==> src/rtl/fsquare_seq.sv <==
`default_nettype none
// ----------------------------------------------------------------------------
// fsquare_seq : iterative IEEE-754 single squarer (y = x*x), shift-add datapath
// Revision    : 1.0
// ----------------------------------------------------------------------------
module fsquare_seq #(
  parameter int RADIX_BITS = 1
) (
  input  logic        clk,
  input  logic        rst,
  input  logic        in_valid,
  output logic        in_ready,
  input  logic [31:0] x,
  output logic        out_valid,
  input  logic        out_ready,
  output logic [31:0] y
);

  localparam int STEPS = 24 / RADIX_BITS;

  if (RADIX_BITS != 1 && RADIX_BITS != 2 && RADIX_BITS != 4 && RADIX_BITS != 8) begin : g_bad_radix
    $error("fsquare_seq: RADIX_BITS must be 1, 2, 4 or 8");
  end

  typedef enum logic [1:0] {
    IDLE = 2'd0,
    MUL  = 2'd1,
    NORM = 2'd2,
    DONE = 2'd3
  } state_t;

  state_t      state;
  logic [7:0]  e;
  logic [22:0] frac;
  logic [23:0] mq;      // multiplier bits not yet retired
  logic [47:0] mc;      // multiplicand aligned to the current bit position
  logic [47:0] p;
  logic [4:0]  cnt;

  logic [47:0]        p_next;
  logic signed [10:0] ex;
  logic [22:0]        mant;
  logic [31:0]        result;
  logic               unused_sign;

  assign unused_sign = x[31];

  always_comb begin
    p_next = p;
    for (int i = 0; i < RADIX_BITS; i++) begin
      if (mq[i]) p_next = p_next + (mc << i);
    end
  end

  always_comb begin
    ex   = $signed({2'b00, e, 1'b0}) - (p[47] ? 11'sd126 : 11'sd127);
    mant = p[47] ? p[46:24] : p[45:23];
    if (e == 8'd0)
      result = 32'h0000_0000;
    else if (e == 8'hFF)
      result = (frac != 23'd0) ? 32'h7FC0_0000 : 32'h7F80_0000;
    else if (ex >= 11'sd255)
      result = 32'h7F80_0000;
    else if (ex <= 11'sd0)
      result = 32'h0000_0000;
    else
      result = {1'b0, ex[7:0], mant};
  end

  always_ff @(posedge clk or posedge rst) begin
    if (rst) begin
      state     <= IDLE;
      in_ready  <= 1'b1;
      out_valid <= 1'b0;
      y         <= 32'h0;
      e         <= 8'd0;
      frac      <= 23'd0;
      mq        <= 24'd0;
      mc        <= 48'd0;
      p         <= 48'd0;
      cnt       <= 5'd0;
    end else begin
      case (state)
        IDLE: begin
          if (in_valid) begin
            e        <= x[30:23];
            frac     <= x[22:0];
            mq       <= {1'b1, x[22:0]};
            mc       <= {24'd0, 1'b1, x[22:0]};
            p        <= 48'd0;
            cnt      <= 5'(STEPS);
            in_ready <= 1'b0;
            state    <= MUL;
          end
        end
        MUL: begin
          // The extra cycle spent seeing cnt==0 keeps latency at STEPS+2.
          if (cnt != 5'd0) begin
            p   <= p_next;
            mc  <= mc << RADIX_BITS;
            mq  <= mq >> RADIX_BITS;
            cnt <= cnt - 5'd1;
          end else begin
            state <= NORM;
          end
        end
        NORM: begin
          y         <= result;
          out_valid <= 1'b1;
          state     <= DONE;
        end
        DONE: begin
          if (out_ready) begin
            out_valid <= 1'b0;
            in_ready  <= 1'b1;
            state     <= IDLE;
          end
        end
        default: state <= IDLE;
      endcase
    end
  end

endmodule
`default_nettype wire
==> config.mk <==
export PLATFORM = sky130hd
export DESIGN_NAME = fsquare_seq
export DESIGN_NICKNAME = d
export VERILOG_FILES = /design/src/rtl/fsquare_seq.sv
export SDC_FILE = /design/constraint.sdc
export NUM_CORES = 1
export LEC_CHECK = 0
export CAP_MARGIN = 20
export CORE_ASPECT_RATIO = 1.5
export CORE_MARGIN = 10
export CORE_UTILIZATION = 60
export DETAILED_ROUTE_END_ITERATION = 16
export PLACE_DENSITY = 0.81
export SYNTH_ARGS = -nofsm -noshare
export SYNTH_HDL_FRONTEND = slang
export SYNTH_SLANG_ARGS = --single-unit
==> constraint.sdc <==
create_clock -name clk -period 8.01 [get_ports clk]
set_clock_uncertainty 0.15 [all_clocks]
set_input_delay 1.2015 -clock clk [delete_from_list [all_inputs] [get_ports clk]]
set_output_delay 1.2015 -clock clk [all_outputs]
set_load 0.03 [all_outputs]
* Word level (Yosys, flattened, before mapping) *
Index checks and enable logic that the tools add are counted.

cells by class
  add/subtract/negate cells = 3
  $lt $le $gt $ge = 2
  equal/unequal tests = 9
  multiplexer cells = 29
  reduce and logical (&&, ||, !) cells = 13

operators by type and width
  operator                                                          number
  2-to-1 mux 48 bit                                                 5
  one-hot mux 48 bit (2 select lines)                               2
  2-to-1 mux 31 bit                                                 3
  adder 48 bit                                                      1
  2-to-1 mux 24 bit                                                 2
  one-hot mux 24 bit (2 select lines)                               1
  2-to-1 mux 23 bit                                                 2
  2-to-1 mux 32 bit                                                 1
  nonzero test 23 bit                                               1
  >= comparator 10 x 9 -> 1 bit (second input constant)             1
  less-or-equal comparator 10 x 1 -> 1 bit (second input constant)  1
  2-to-1 mux 5 bit                                                  2
  inequality test 2 bit (second input constant)                     5
  one-hot mux 5 bit (2 select lines)                                1
  subtractor 9 x 7 -> 10 bit                                        1
  AND reduction 3 bit                                               3
  == test 8 bit (second input constant)                             1
  logical NOT 8 bit                                                 1
  one-hot mux 2 bit (4 select lines)                                1
  2-to-1 mux 2 bit                                                  3
  nonzero test 2 bit                                                3
  nonzero test 5 bit                                                1
  subtractor 5 x 1 -> 5 bit (second input constant)                 1
  == test 2 bit (second input constant)                             2
  6 further kinds                                                   11

word-level totals
  register bits = 192
  output and inout bits = 34
  word-level logic and storage cells = 66

* Longest topological paths before layout *
Gate-level depths: netlist of run 1.

  depth in word-level cells = 7
  depth in mapped cells = 12
  depth with buffers taken out = 12

* Worst setup path after synthesis of run 1 *
Ideal clock, no wire load.

  path kind = reg2reg
  start point = register mc[0]
  end point = register p[44]
  setup time = 0.131 ns
  data arrival time = 2.767 ns
  data required time = 7.729 ns
  path slack = 4.962 ns
  stages on the path, launching flop included = 12
  path buffers = 0
  cell sequence = dfrtp_1 ha_1 fa_1 a21o_1 a21o_1 a31oi_1 a211o_1 o2111a_2 o21ba_4 o31ai_4 and4_1 or3_1

between the ends
  cells in the longest elaborated chain, start to end = 4

ends and longest elaborated chain
  item                                 line  text
  start: declaration                   36    logic [47:0] mc;
  start signal: assignment             89    mc <= {24'd0, 1'b1, x[22:0]};
  start signal: assignment             100   mc <= mc << RADIX_BITS;
  adder 48 bit                         51    if (mq[i]) p_next = p_next + (mc << i);
  2-to-1 mux 48 bit                    51
  2-to-1 mux 48 bit                    98    if (cnt != 5'd0) begin
  one-hot mux 48 bit (2 select lines)  83    case (state)
  end signal: assignment               99    p <= p_next;
  end: declaration                     37    logic [47:0] p;

No other way between the ends. The select of a mux whose other input is x is not followed.
A chain may end at the register's enable or synchronous reset.

* Worst setup path after layout of run 1 *
  start point = register state[1]
  end point = register p[37]

between the ends
  cells in the longest elaborated chain, start to end = 3

ends and longest elaborated chain
  item                                                                   line  text
  start: declaration                                                     32    state_t state;
  start signal: assignment                                               72    state <= IDLE;
  start signal: assignment                                               93    state <= MUL;
  start signal: assignment                                               104   state <= NORM;
  == test 2 x 1 -> 1 bit or logical NOT 2 bit (tied branches)            83
  inequality test 2 bit (no line) or nonzero test 2 bit (tied branches)  --
  AND reduction 4 bit (no line)                                          --

Parallel ways exist; a longest one is shown, timed or not.

==> summary.md, run 1 <==
| Metric | Value |
|---|---|
| CTS tree | `built` |
| # fillers | `between 1000 and 1500` |
| Hold-fix buffers, CTS | `0` |
| Total wire length | `between 20000 and 25000 um` |
| Final period utilization | `between 50% and 60%` |
| Final Setup Violations | `0` |
| Min Tclk post-route | `a little over 4000 ps` |
| Maximum clock insertion buffer count | `2` |
| Post-synth top area share | `45.7%` |
| Die width | `between 100 and 150 um` |
| Slew @ Worst Pin | `between 1000 and 1500 ps` |
| Metal3 WL | `666 um` |
| Htree depth | `4` |
| Post-CTS resize count | `0` |
| Ys async rst share | `100%` |
| # rows | `58` |
| Synth Flop Type | `dfrtp_1` |
| Via count | `8045` |
| Pin count of the biggest net entering global routing | `between 100 and 150` |
| Final hold vios | `0` |
| Psw | `1.77 mW` |
| Slew Limit Fails | `0` |
| Max Cap Violations | `0` |
| Maximum VDD drop | `0.000319 V` |
| PD cells | `353 nW/um2` |
| Number of remaining DRC errors | `0` |
| Top Layer Used | `met4` |
| WL/cell | `17.3 um` |
| Crit path launch type | `flop` |
| Internal | `2.41 mW` |
| Sequential cell area | `4780 um2` |
| M1 WL | `roughly 9000 um` |
| Status | `complete, no violations` |
| WP buf/inv | `4` |
| Number of synthesized flops with an enable pin | `0` |
| RSZ-0062 raised after global routing | `false` |
| Io pins | `70` |
| Synth area leader | `dfrtp_1` |
| First-pass GRT wire length | `39600 um` |
| Sequential fraction of the synthesis area | `a little under half` |
| Crit path cell chain | `inv_1 > ha_2 > buf_4 > inv_1 > nor2_1 > and2_1 > nand2_1 > buf_4 > o31ai_1` |
| Starting density of the core | `61.5%` |
| CP Max Fanout | `72` |
| Max Clock Freq | `0.243 GHz` |
| Yosys warning total | `0` |
| Initial antenna violation count | `0` |
| Gate Count Post-Synth | `1081` |
| Hold Path Class | `reg -> reg` |
| Worst EP arrival | `about 4300 ps` |
| TNS Setup | `0 ps` |
| Area Overhead vs Synth | `14.0%` |
| Logic pwr share | `42.8%` |
| Vias in the first global route | `a little over 8000` |
| Clk_lat worst skew | `450 ps` |
| Avg Synthesized Cell Area | `9.63 um2` |
| CTS Buf Count | `17` |
| Fraction of layout cells with a size suffix above 1 | `under 10%` |
| Root buf cell | `clkbuf_16` |
| Clock transition at the registers of the reported paths | `80 ps` |
| WHS | `between 300 and 400 ps` |
| Footprint of the multi-input gates | `5250 um2` |
| DRT iter0 DRCs | `465` |
| Die span in y | `181 um` |
| Synthesized flop and latch total | `around 190` |
| WP data required | `between 8000 and 9000 ps` |
| Drt via density | `roughly 6` |
| Max stage delay on crit path | `890 ps` |
| RePlAce Congestion | `0.936` |
| Netlist cell types | `66` |
| CTS sink cnt | `between 150 and 200` |
| Pre-Repair DR Iteration Count | `7` |
| Net Sw Frac | `42.3%` |
| Post-Syn Area | `10400 um2` |
| Kind of critical path | `reg -> reg` |
| CP max-delay cell | `and2_1` |
| Grt ovf | `0` |
| Metal2 WL | `approximately 13000 um` |
| Post-DP HPWL | `16400 um` |
| Clock share of power | `20.9%` |
| Die area | `23100 um2` |
| Crit-path leading delay family | `simple AND/OR/NAND/NOR gates` |
| Worst setup EP type | `flop` |
| Leakage | `5.26 nW` |
| Post-CTS Setup Bufs | `0` |
| Reg power frac | `a little over a third` |
| Top cells by area, synth | `dfrtp_1 (46%), ha_1 (6.7%), o21ai_0 (5.8%), a21oi_1 (4.7%), nand2_1 (4.7%)` |
| Net Count, Synth | `1174` |
| Relative slew slack | `28.9%` |
| Total Routing Usage GR | `20.6%` |
| Remaining antenna violation count | `0` |
| ANT cells | `0` |
| Core Area | `16900 um2` |
| Fin nets | `1216` |
| PortBufs | `67` |
==> final timing paths <==
path | from | end | slack, ps | depth (start not counted)
worst max-delay path | state[1] | p[37] | 3890 | 9
worst min-delay path | mq[12] | mq[12] | 340 | 2
worst max register to register | state[1] | p[37] | 3890 | 9
worst min register to register | mq[12] | mq[12] | 340 | 2
max in group asynchronous | rst | mc[6] | 5400 | 4
min in group asynchronous | rst | out_valid | 1150 | 2
==> routing by layer <==
metal,track usage (%),vias up
met2,37.2,135
met4,9.91,0
met5,0,-
met3,3.19,52
met1,22.6,3906
li1,-,3952
==> Yosys cell counts (2+ instances only) <==
cell type	instances
dfrtp_1	190
nand2_1	129
o21ai_0	120
a21oi_1	97
ha_1	56
inv_1	51
clkbuf_1	45
mux2_2	31
nor2b_1	29
o22ai_1	29
a21o_1	28
a22o_1	26
nor2_1	26
xnor2_1	26
mux2i_1	25
xor2_1	23
nand3_1	15
nand4_1	12
nor3_1	9
and3_1	8
nor4_1	8
o21a_1	8
nand2b_1	7
o21bai_1	6
a31oi_1	5
and2_1	5
o21ai_1	5
a211o_1	4
and4_1	4
or3_1	4
a32o_1	3
buf_1	3
buf_2	3
o31ai_1	3
a21boi_0	2
a221oi_1	2
a41oi_1	2
o211ai_1	2
o22a_1	2
or2_2	2
==> layout by cell type, fill, tap and decap left out, types with 8 or more instances in the layout <==
master / count
a21o_1: 28
a21oi_1: 97
a22o_1: 26
and3_1: 8
buf_4: 8
clkbuf_16: 17
clkdlybuf4s50_1: 67
dfrtp_1: 190
ha_1: 55
inv_1: 50
mux2_2: 31
mux2i_1: 25
nand2_1: 129
nand3_1: 15
nand4_1: 12
nor2_1: 26
nor2b_1: 29
nor3_1: 9
nor4_1: 8
o21a_1: 8
o21ai_0: 119
o22ai_1: 29
xnor2_1: 26
xor2_1: 23
==> state kept, by name, summed over array words and instances (netlist names) <==
name and count:
cnt 5, e 8, frac 23, in_ready 1
mc 48, mq 24, out_valid 1, p 48
state 2, y 31
==> worst register-to-register path: stages (launching register included) <==
cell     delay, ps
dfrtp_1        410
inv_1          100
ha_2           170
buf_4          560
inv_1          240
nor2_1         480
and2_1         890
nand2_1        360
buf_4          370
o31ai_1        290
==> through the flow <==
step	instance area [um2]	util [%]	setup WS, ps	power [mW]	instances
floorplan	10400	-	1460	2.85	1081
global placement	11200	66.4	4010	3.25	1313
detailed placement	11200	66.4	3970	3.32	1313
CTS	11800	70.0	3940	4.20	1345
global route	11900	70.1	3640	4.49	1346
finish	11900	70.1	3890	4.18	1346
==> final cells by class <==
cell class,count,share of cell area [%]
Sequential cell,191,40.3
Inverter,51,1.68
Multi-Input combinational cell,786,44.3
Clock buffer,18,3.62
Timing Repair Buffer,76,6.39
Clock inverter,14,1.53
Tap cell,210,2.22
==> power groups by stage <==
stage	clock, mW	combinational [mW]	sequential [mW]
after floorplan	0	1.32	1.53
after global placement	0	1.73	1.52
after detailed placement	0	1.78	1.54
after CTS	0.883	1.80	1.52
after global routing	0.917	2.01	1.57
final	0.873	1.79	1.52
==> cells by family after synthesis <==
| kind of cell | Yosys count | synth area share (%) |
|---|---|---|
| muxes | 56 | 5.76 |
| buffers and inverters | 104 | 3.84 |
| and+or+nand+nor | 264 | 12.1 |
| adders and majority gates | 57 | 6.93 |
| other | 1 | 0.0360 |
| AOI/OAI and AO/OA | 359 | 21.3 |
| DFF | 191 | 45.9 |
| xor gates and xnor gates | 49 | 4.12 |
No activity file was read; power rests on OpenSTA's default activity.
==> run 2, diff against run 1 <==
==> constraint.sdc (replaced) <==
create_clock -name clk -period 3.95 [get_ports clk]
set_clock_uncertainty 0.15 [all_clocks]
set_input_delay 0.5925 -clock clk [delete_from_list [all_inputs] [get_ports clk]]
set_output_delay 0.5925 -clock clk [all_outputs]
set_load 0.03 [all_outputs]
==> summary.md, run 2 (synthesized netlist as in run 1, its figures left out) <==
| Metric | Value |
|---|---|
| R2R Setup Slk | `570 ps (-3320 ps)` |
| Post-CTS Setup Bufs | `0 (unchanged)` |
| Number of remaining DRC errors | `0 (unchanged)` |
| TNS Setup | `0 ps (unchanged)` |
| Final Setup Violations | `0 (unchanged)` |
| DRT iter0 DRCs | `565 (+22%)` |
| Total wire length | `23400 um (+0.65%)` |
| ANT cells | `0 (unchanged)` |
| Placed cell area | `11300 um2 (+0.81%)` |
| Post-CTS resize count | `0 (unchanged)` |
| Hold-fix buffers, CTS | `0 (unchanged)` |
| Area Overhead vs Synth | `14.8%` |
| Die area | `23100 um2 (unchanged)` |
| Leakage | `5.29 nW (+0.72%)` |
| Root buf cell | `clkbuf_16` |
| Status | `complete, no violations` |
| Vias in the first global route | `8489 (+3.0%)` |
| Pre-Repair DR Iteration Count | `5 (-2)` |
| RSZ-0062 raised after global routing | `false` |
| FF-to-FF End | `p[44]` |
| Worst setup EP type | `flop` |
| Grt ovf | `0 (unchanged)` |
| Crit path launch type | `flop` |
| Core Area | `16900 um2 (unchanged)` |
| Total Routing Usage GR | `20.9% (+0.33 points)` |
| Post-DP HPWL | `16700 um (+1.9%)` |
| Slew @ Worst Pin | `1030 ps (-38.2 ps)` |
| PD cells | `719 nW/um2 (+100%)` |
| Finished Cell Area | `11900 um2 (+0.74%)` |
| Min Tclk post-route | `3380 ps (-737 ps)` |
| RePlAce Congestion | `0.906 (-3.3%)` |
| CTS sink cnt | `191 (unchanged)` |
| Maximum VDD drop | `0.000689 V (+120%)` |
| Worst EP arrival | `3560 ps (-750 ps)` |
| Slew Limit Fails | `0 (unchanged)` |
| Maximum clock insertion buffer count | `2 (unchanged)` |
| Final period utilization | `85.7% (+34 points)` |
| Hold Path Class | `reg -> reg` |
| # rows | `58 (unchanged)` |
| Fin nets | `1221 (+0.41%)` |
| PortBufs | `67 (unchanged)` |
| CP Max Fanout | `5 (-93%)` |
| Worst r2r src | `mc[0]` |
| Clk_lat worst skew | `450 ps (about the same)` |
| Via count | `8103 (+0.72%)` |
| Fraction of layout cells with a size suffix above 1 | `8.06% (+0.49 points)` |
| First-pass GRT wire length | `40300 um (+2.0%)` |
| Io pins | `70 (unchanged)` |
| Drt via density | `6.00 (+0.35%)` |
| Die span in y | `181 um (unchanged)` |
| Initial antenna violation count | `0 (unchanged)` |
| Htree depth | `4 (unchanged)` |
| Relative slew slack | `31.0% (+2.2 points)` |
| Remaining antenna violation count | `0 (unchanged)` |
| Die width | `128 um (unchanged)` |
| Commonest non-fill, non-tap cell in the layout | `dfrtp_1` |
| Hold Path Sink | `mq[4]` |
| Kind of critical path | `reg -> reg` |
| WL/cell | `17.3 um (+0.28%)` |
| R2r worst-path depth | `11 (+2)` |
| Most frequent cells in the layout | `dfrtp_1 (190), nand2_1 (129), o21ai_0 (119)` |
| Pin count of the biggest net entering global routing | `119 (unchanged)` |
| Clock transition at the registers of the reported paths | `80 ps (about the same)` |
| Max Cap Violations | `0 (unchanged)` |
| CTS Buf Count | `17 (unchanged)` |
| Final hold vios | `0 (unchanged)` |
| Worst hold stages | `2 (unchanged)` |
| Max Clock Freq | `0.296 GHz (+22%)` |
| WP data required | `4120 ps (-4080 ps)` |
| Biggest regs | `mc (48), p (48), y (31)` |
| Starting density of the core | `61.5% (unchanged)` |
| # fillers | `1296 (+1.2%)` |
| HP Start | `mq[4]` |
| CTS tree | `built` |
## run 2: power by group
group	switching, mW	internal [mW]	leakage [nW]
sequential	0.483	2.61	2.48
combinational	2.29	1.40	2.51
clock	0.874	0.926	0.308
total	3.65	4.94	5.29
## run 2: cell type report
cell class / count / area [um2] / share of cell area (%)
clock buffer: 17 / 425 / 3.56
clock inverter: 15 / 209 / 1.75
inverter: 51 / 195 / 1.63
multi-input combinational: 786 / 5250 / 43.9
sequential: 191 / 4780 / 40.0
tap: 210 / 263 / 2.20
timing repair buffer: 81 / 826 / 6.91
## run 2: worst max-delay path, cell delays in order (launching register included)
cell	delay (ps)
dfrtp_1	400
ha_1	240
fa_1	410
a21o_1	170
a21o_1	210
a31oi_1	320
a211o_1	200
o2111a_2	290
o21ba_4	220
o31ai_4	90
and4_1	210
or3_1	350
## run 2: worst max-delay path by stage
stage | to | start | cells past startpoint
after floorplan | cnt[0] | rst | 1
after global placement | p[44] | mc[0] | 11
after detailed placement | p[24] | mc[0] | 12
after CTS | p[44] | mc[0] | 11
after global routing | p[24] | mc[0] | 12
final | p[44] | mc[0] | 11
## run 2: layer usage
| metal | up-vias | GRT usage [%] | routed length [um] |
|---|---|---|---|
| li1 | 3961 | - | - |
| met1 | 3938 | 23.1 | 9130 |
| met2 | 146 | 37.8 | 12800 |
| met3 | 58 | 3.37 | 682 |
| met4 | 0 | 9.68 | 810 |
| met5 | - | 0 | 0 |
## run 2: stage by stage
step / utilization (%) / cells / hold slack (ps) / setup WS (ps) / power, mW
final: 70.7 / 1351 / 336 / 566 / 8.59
after global routing: 70.7 / 1351 / 356 / 393 / 9.23
after CTS: 70.7 / 1351 / 339 / 570 / 8.62
after detailed placement: 66.9 / 1319 / 320 / 601 / 6.79
after global placement: 66.9 / 1319 / 312 / 645 / 6.64
after floorplan: - / 1081 / 300 / 746 / 5.78
==> run 3, diff against run 2 <==
--- a/config.mk
+++ b/config.mk
@@ -8,9 +8,8 @@
 export CAP_MARGIN = 20
 export CORE_ASPECT_RATIO = 1.5
 export CORE_MARGIN = 10
-export CORE_UTILIZATION = 60
+export CORE_UTILIZATION = 39
 export DETAILED_ROUTE_END_ITERATION = 16
-export PLACE_DENSITY = 0.81
 export SYNTH_ARGS = -nofsm -noshare
 export SYNTH_HDL_FRONTEND = slang
 export SYNTH_SLANG_ARGS = --single-unit
==> summary.md, run 3 (synthesized netlist as in run 1, its figures left out) <==
| Metric | Value |
|---|---|
| Status | `complete, no violations` |
| Maximum clock insertion buffer count | `2 (unchanged)` |
| Core Area | `26400 um2 (+56%)` |
| PortBufs | `67 (unchanged)` |
| # fillers | `2531 (+95%)` |
| Final Util | `45.6% (-25 points)` |
| Min Tclk post-route | `3410 ps (+21.9 ps)` |
| Clock transition at the registers of the reported paths | `80 ps (about the same)` |
| Overall power | `8.44 mW (-1.8%)` |
| Pre-CTS setup slack | `600 ps (-0.959 ps)` |
| First-pass GRT wire length | `41400 um (+2.6%)` |
| Slew @ Worst Pin | `728 ps (-301 ps)` |
| Worst Setup EP | `p[44]` |
| Hold-fix buffers, CTS | `0 (unchanged)` |
| Remaining antenna violation count | `0 (unchanged)` |
| # rows | `73 (+26%)` |
| Root buf cell | `clkbuf_16` |
| Maximum VDD drop | `0.000377 V (-45%)` |
| Vias in the first global route | `8311 (-2.1%)` |
| Area Overhead vs Synth | `15.8%` |
| Die span in y | `220 um (+21%)` |
| CTS sink cnt | `191 (unchanged)` |
| Relative slew slack | `51.5% (+20 points)` |
| Final WS setup | `544 ps (-21.9 ps)` |
| Pin count of the biggest net entering global routing | `93 (-22%)` |
| FF-to-FF End | `p[44]` |
| R2R Setup Slk | `540 ps (-20 ps)` |
| Post-CTS resize count | `0 (unchanged)` |
| Clk_lat worst skew | `450 ps (about the same)` |
| Grt ovf | `0 (unchanged)` |
| Inst Count DP | `1447 (+9.7%)` |
| Die width | `153 um (+20%)` |
| Io pins | `70 (unchanged)` |
| Hold Path Class | `reg -> reg` |
| WP data required | `4130 ps (about the same)` |
| Slew Limit Fails | `0 (unchanged)` |
| Total Routing Usage GR | `14.8% (-6.1 points)` |
| Kind of critical path | `reg -> reg` |
| TNS Setup | `0 ps (unchanged)` |
| Commonest non-fill, non-tap cell in the layout | `dfrtp_1` |
| Total wire length | `24200 um (+3.4%)` |
| Via count | `7872 (-2.9%)` |
| Footprint of the multi-input gates | `5250 um2 (unchanged)` |
| Non-filler instance count after layout | `1479 (+9.5%)` |
| Max Cap Violations | `0 (unchanged)` |
| Biggest regs | `mc (48), p (48), y (31)` |
| Worst r2r src | `mc[0]` |
| Leakage | `5.27 nW (-0.47%)` |
| Number of remaining DRC errors | `0 (unchanged)` |
| Final hold vios | `0 (unchanged)` |
| Fin nets | `1222 (+0.082%)` |
| DRT iter0 DRCs | `406 (-28%)` |
| Starting density of the core | `39.4% (-22 points)` |
| WL/cell | `16.3 um (-5.6%)` |
| Htree depth | `4 (unchanged)` |
| Fraction of layout cells with a size suffix above 1 | `8.06% (about the same)` |
| Max Clock Freq | `0.294 GHz (-0.64%)` |
| Most frequent cells in the layout | `dfrtp_1 (190), nand2_1 (129), o21ai_0 (119)` |
| Crit path from | `mc[0]` |
| Final period utilization | `86.2% (+0.56 points)` |
| Die area | `33700 um2 (+46%)` |
| ANT cells | `0 (unchanged)` |
| Drt via density | `5.32 (-11%)` |
| Post-DP HPWL | `17600 um (+5.2%)` |
| Sequential cell area | `4780 um2 (unchanged)` |
| Pre-Repair DR Iteration Count | `5 (unchanged)` |
| Post-CTS Setup Bufs | `0 (unchanged)` |
| Final Setup Violations | `0 (unchanged)` |
| CTS tree | `built` |
| CP Max Fanout | `5 (unchanged)` |
| Initial antenna violation count | `0 (unchanged)` |
| RePlAce Congestion | `0.873 (-3.6%)` |
| Worst setup EP type | `flop` |
| PD cells | `701 nW/um2 (-2.6%)` |
| R2r worst-path depth | `11 (unchanged)` |
| Worst EP arrival | `3580 ps (+20 ps)` |
| RSZ-0062 raised after global routing | `false` |
| CTS Buf Count | `17 (unchanged)` |
| Crit path launch type | `flop` |
[run 3: cell types whose count changed in the layout (fill, tap and decap cells not counted), moves of 2 or more]
cell / change
buf_4: +2
clkinv_4: +5
clkinv_8: -5
clkbuf_8: +2
[run 3: area by class of cell]
type	instances	area share [%]
Inverter	51	1.62
Sequential cell	191	39.7
Multi-Input combinational cell	786	43.6
Clock inverter	12	0.997
Clock buffer	20	3.79
Timing Repair Buffer	82	6.81
Tap cell	337	3.50
[run 3: critical path, cell delays in order, from the launching register on]
cell and delay [ps]:
dfrtp_1 410, ha_1 240, fa_1 410, a21o_1 170
a21o_1 200, a31oi_1 340, a211o_1 220, o2111a_2 290
o21ba_4 210, o31ai_4 80, and4_1 200, or3_1 350
[run 3: per-stage QoR]
step	instance area [um2]	hold WS [ps]
6_report	12000	334
5_1_grt	12000	365
4_1_cts	12000	340
3_5_place_dp	11500	317
3_3_place_gp	11500	311
2_1_floorplan	10400	300
[run 3: routing by layer]
metal,global-route usage [%],share of wire [%],up-vias
li1,-,-,3972
met1,15.9,40,3801
met2,28.5,56,73
met3,2.44,2.1,26
met4,4.86,1.6,0
met5,0,0,-
[run 3: worst min-delay path by stage]
stage / start / endpoint / slack (ps) / cells past startpoint
3_5_place_dp: mq[23] / mq[23] / 320 / 1
5_1_grt: p[17] / p[17] / 360 / 2
2_1_floorplan: mq[1] / mq[1] / 300 / 2
3_3_place_gp: mq[5] / mq[5] / 310 / 2
4_1_cts: mq[10] / mq[10] / 340 / 2
6_report: mq[10] / mq[10] / 330 / 2
[run 3: report_power, final]
group          switching (mW)  leakage [nW]  internal (mW)  total [mW]
combinational            2.25          2.50           1.39        3.64
clock                   0.816         0.284          0.868        1.68
sequential              0.502          2.48           2.61        3.11
==> RTL edit 1: new RTL, flow settings as in run 2 <==
Re-encode `state_t` (4 states) as one-hot, 4 bits wide.
--- a/src/rtl/fsquare_seq.sv
+++ b/src/rtl/fsquare_seq.sv
@@ -22,11 +22,11 @@
     $error("fsquare_seq: RADIX_BITS must be 1, 2, 4 or 8");
   end
 
-  typedef enum logic [1:0] {
-    IDLE = 2'd0,
-    MUL  = 2'd1,
-    NORM = 2'd2,
-    DONE = 2'd3
+  typedef enum logic [3:0] {
+    IDLE = 4'b0001,
+    MUL  = 4'b0010,
+    NORM = 4'b0100,
+    DONE = 4'b1000
   } state_t;
 
   state_t      state;
Function: same outputs for any inputs over 10 cycles, from zero or initial values and one cycle with rst high; not proved beyond that.
==> RTL edit 1 against run 2 <==
- critical path depth up 1
- highest routed layer unchanged
- via count about the same
- setup slack worse by 0.23 ns
- sequential power down 4%
- die area down 0.64%
- synthesized area down 0.73%
- sequential cell count up 2
- routed wire length up 0.99%
- critical endpoint is now p[32]
- design area down 1.5%
- total power down 13%
- first-iteration DRC count up 13%
==> RTL edit 1: results <==
metrics = {
    "global_routing": {
        "grt_use_met2": 0.372,
        "use_met1": 0.235,
        "grt_use_met3": 0.0396,
        "grt_usage": 0.207,
        "grt_max_degree": 73,
    },
    "synthesis": {
        "post_synth_most_frequent_cells": "191 x dfrtp_1, 139 x nand2_1, 91 x o21ai_0",
        "synth_cell_type_count": 74,
        "synth-seq-cells": 193,
        "synth_mux_area_frac": 0.0252,
        "synth_compound_area_frac": 0.233,
        "synth_fa_ha_area_frac": 0.0649,
        "synthTopCellsByArea": "dfrtp_1 46%, ha_1 6.3%, nand2_1 5.1%, a221o_1 4.7%, o21ai_0 4.4%",
        "syn_nets": 1132,
    },
    "pwr": {
        "p_leak_uw": 0.00546,
        "ir_drop_mv": 0.367,
    },
    "setup_path": {
        "slowest_delay_ns": 0.43,
        "reg2regPathDepth": 12,
        "startpoint": "mc[0]",
        "cp_slowest_cell": "a221oi_1",
        "cp.arrival_ns": 3.75,
        "critPathMaxFanout": 4,
        "r2r_end": "p[32]",
    },
    "route": {
        "m1WireLength_mm": 9.60,
        "met2_length_mm": 12.7,
        "wl_per_cell_um": 18.1,
        "vias": 8102,
        "routed_wl_mm": 23.6,
        "drt_iter0_markers": 641,
        "met3_length_um": 865,
    },
    "cells_and_area": {
        "nonClockInverterCount": 22,
        "clkbuf_count": 19,
        "multi_input_cells": 764,
        "multi_input_area_share": 0.440,
        "clkCellAreaFrac": 0.0515,
        "regArea_um2": 4830,
        "layout.nonclk_buf_frac": 0.0680,
    },
    "placed_design": {
        "gp_congestion": 0.906,
        "dp_hpwl_mm": 16.8,
        "dp_cells": 1270,
    },
    "worst_hold_path": {
        "hp-class": "in2async",
    },
    "timing": {
        "relSlewSlack": 0.350,
    },
    "status": {
        "outcome": "completed",
    },
}
[RTL edit 1: cell count changes in the layout (fill, tap and decap cells not counted), moves of 7 or more]
cell | before | now
o22ai_1 | 29 | 5
mux2_2 | 31 | 0
nor2b_1 | 29 | 5
a22o_1 | 26 | 33
and2_1 | 5 | 27
a221o_1 | 0 | 49
a21oi_1 | 97 | 52
inv_1 | 50 | 21
o21ai_0 | 119 | 91
nand2_1 | 129 | 139
a21o_1 | 28 | 43
nor2_1 | 26 | 43
[RTL edit 1: where the power goes]
| group | leakage [uW] | switching (uW) | internal (uW) |
|---|---|---|---|
| logic | 0.00263 | 1590 | 1130 |
| registers | 0.00253 | 461 | 2510 |
| clock network | 0.000293 | 832 | 925 |
| total | 0.00546 | 2890 | 4570 |
[RTL edit 1: per-stage QoR]
| stage | hold WS [ns] | total power, uW | area [um^2] | utilization | worst slack [ns] |
|---|---|---|---|---|---|
| after floorplan | 0.296 | 5010 | 10300 | - | 0.637 |
| after global placement | 0.302 | 5580 | 11200 | 0.663 | 0.330 |
| after detailed placement | 0.317 | 5680 | 11200 | 0.663 | 0.276 |
| after CTS | 0.315 | 7470 | 11800 | 0.699 | 0.243 |
| after global routing | 0.318 | 7920 | 11800 | 0.699 | 0.0723 |
| final | 0.317 | 7450 | 11800 | 0.699 | 0.333 |
[RTL edit 1: repair_timing]
action / CTS / global route
gates resized for setup: 0 / 1
hold buffers: 0 / 0
endpoints found under the setup margin: 0 / 2
[RTL edit 1: worst register-to-register path: cells and delay by family (launching register included)]
| kind | cells | cell delay [ns] |
|---|---|---|
| compound gates | 9 | 2.11 |
| xor+xnor | 1 | 0.15 |
| fa+ha+maj | 2 | 0.66 |
| flops | 1 | 0.40 |
==> RTL edit 2: new RTL, config.mk and constraints of run 2 <==
Without the edit above. Reset style: synchronous (`rst`), changed in one clocked block.
--- a/src/rtl/fsquare_seq.sv
+++ b/src/rtl/fsquare_seq.sv
@@ -67,7 +67,7 @@
       result = {1'b0, ex[7:0], mant};
   end
 
-  always_ff @(posedge clk or posedge rst) begin
+  always_ff @(posedge clk) begin
     if (rst) begin
       state     <= IDLE;
       in_ready  <= 1'b1;
Function: differs if rst is asserted again (counterexample within 4 cycles, from zero or initial values and one cycle with rst high); with rst held inactive, the same outputs for 10 cycles.
==> RTL edit 2 against run 2 <==
- sequential cell count stayed put
- routed wire length is 10% higher
- non-clock buffer count is 1 higher
- clock power is 3% lower
- critical path depth is 1 higher
- highest routed layer unchanged
- synthesized area is 1.9% lower
- sequential share of layout area is 7.0 points lower
- critical endpoint is now p[40]
- setup slack worse by 0.041 ns
- final cell count is 9.0% higher
- utilization is 1.6 points lower
- total power is 24% lower
- design area is 3.1% lower
==> RTL edit 2: results <==
metrics = {
    "cells_and_area": {
        "final_nets": 1343,
        "drive_gt1_frac": 0.0728,
        "num-fill-cells": 1363,
    },
    "synthesis": {
        "synth_cell_type_count": 77,
        "synthTopCellsByArea": "dfxtp_1 37%, ha_1 6.9%, a21oi_1 6.0%, nand2_1 5.7%, nor2_1 4.8%",
        "seq_area_frac_synth": 0.375,
        "yosys_warnings": 0,
        "async_reset_ff_frac": 0,
        "ys.flop_type": "dfxtp_1",
        "post_synth_most_frequent_cells": "191 x dfxtp_1, 155 x nand2_1, 130 x nor2_1",
        "syn_area_per_cell_um2": 8.30,
    },
    "placed_design": {
        "gp_congestion": 0.924,
        "dp_cells": 1441,
        "dp_hpwl_mm": 18.5,
    },
    "worst_hold_path": {
        "hp-class": "reg2reg",
    },
    "route": {
        "drt_iter0_markers": 606,
        "m1WireLength_mm": 10.1,
        "viasPerCell": 6.09,
        "dr.pass1.iters": 5,
        "met3_length_um": 865,
        "routed_wl_mm": 25.7,
        "met2_length_mm": 14.0,
        "vias": 8969,
    },
    "pwr": {
        "ir_drop_mv": 0.533,
        "sw_frac_of_total": 0.398,
        "p_leak_uw": 0.00458,
    },
    "timing": {
        "relSlewSlack": 0.374,
        "whs_ns": 0.304,
    },
    "cts": {
        "post_cts_resized": 0,
        "cts-buffers-inserted": 17,
        "clk_path_buf_depth": 2,
        "post_cts_buffers": 0,
    },
    "global_routing": {
        "grt_pass1_wl_mm": 42.4,
        "grt_max_degree": 81,
        "grt_usage": 0.220,
        "grt_pass1_vias": 8807,
    },
    "setup_path": {
        "cp-endpoint": "p[40]",
        "rrSetupSlack_ns": 0.52,
        "critPathMaxFanout": 5,
        "cp.arrival_ns": 3.59,
        "startpoint": "mc[0]",
        "reg2regPathDepth": 12,
    },
    "status": {
        "outcome": "completed",
    },
}
[RTL edit 2: changes by cell type after synthesis, sizes merged, moves of 23 or more]
cell,change
inv,-32
a211oi,+27
dfxtp,+191
nor3b,+23
clkbuf,+26
o21ai,-75
a21oi,+27
nor2,+104
nand2,+26
dfrtp,-190
o22ai,-26
a22oi,+42
[RTL edit 2: worst min path at each step]
| stage | start | to |
|---|---|---|
| 2_1_floorplan | p[20] | p[20] |
| 3_3_place_gp | p[20] | p[20] |
| 3_5_place_dp | p[20] | p[20] |
| 4_1_cts | p[20] | p[20] |
| 5_1_grt | frac[11] | frac[11] |
| 6_report | p[20] | p[20] |
[RTL edit 2: cell families after synthesis]
group / share of synthesized area
AOI/OAI and AO/OA: 0.236
DFF: 0.375
muxes: 0.0498
and+or+nand+nor: 0.189
buffers and inverters: 0.0373
other: 0.000367
adders and majority gates: 0.0706
xor gates and xnor gates: 0.0420
[RTL edit 2: per-layer routing]
layer | track usage | up-vias
met1 | 0.231 | 4251
met3 | 0.0365 | 53
met5 | 0 | -
met4 | 0.0914 | 0
li1 | - | 4471
met2 | 0.414 | 194
[RTL edit 2: worst max-delay path, stage by stage (launching register included)]
cell      delay (ns)
dfxtp_1         0.34
ha_1            0.23
fa_1            0.44
a211oi_1        0.22
nor2_1          0.13
a221oi_4        0.40
o211ai_2        0.13
a21o_1          0.21
a221o_2         0.45
a31oi_4         0.25
o31ai_1         0.12
xnor2_1         0.14
o21ai_1         0.06
[RTL edit 2: through the flow]
step / setup slack (ns) / area (um^2)
5_1_grt: 0.326 / 11600
3_3_place_gp: 0.608 / 11000
6_report: 0.525 / 11600
4_1_cts: 0.551 / 11600
3_5_place_dp: 0.597 / 11000
2_1_floorplan: 0.873 / 10200
[RTL edit 2: layout make-up]
class                   instances  share of cell area
inverters                      19             0.00616
clock inverters                15              0.0150
well taps                     210              0.0227
clock buffers                  17              0.0367
repair buffers                 82              0.0685
multi-input cells             939               0.521
flip-flops and latches        191               0.330
[RTL edit 2: power by group through the flow]
stage | logic, uW | clock network [uW] | registers [uW]
6_report | 2360 | 1740 | 2450
5_1_grt | 2600 | 1830 | 2480
4_1_cts | 2360 | 1760 | 2450
3_5_place_dp | 2330 | 0 | 2490
3_3_place_gp | 2270 | 0 | 2480
2_1_floorplan | 1760 | 0 | 2430
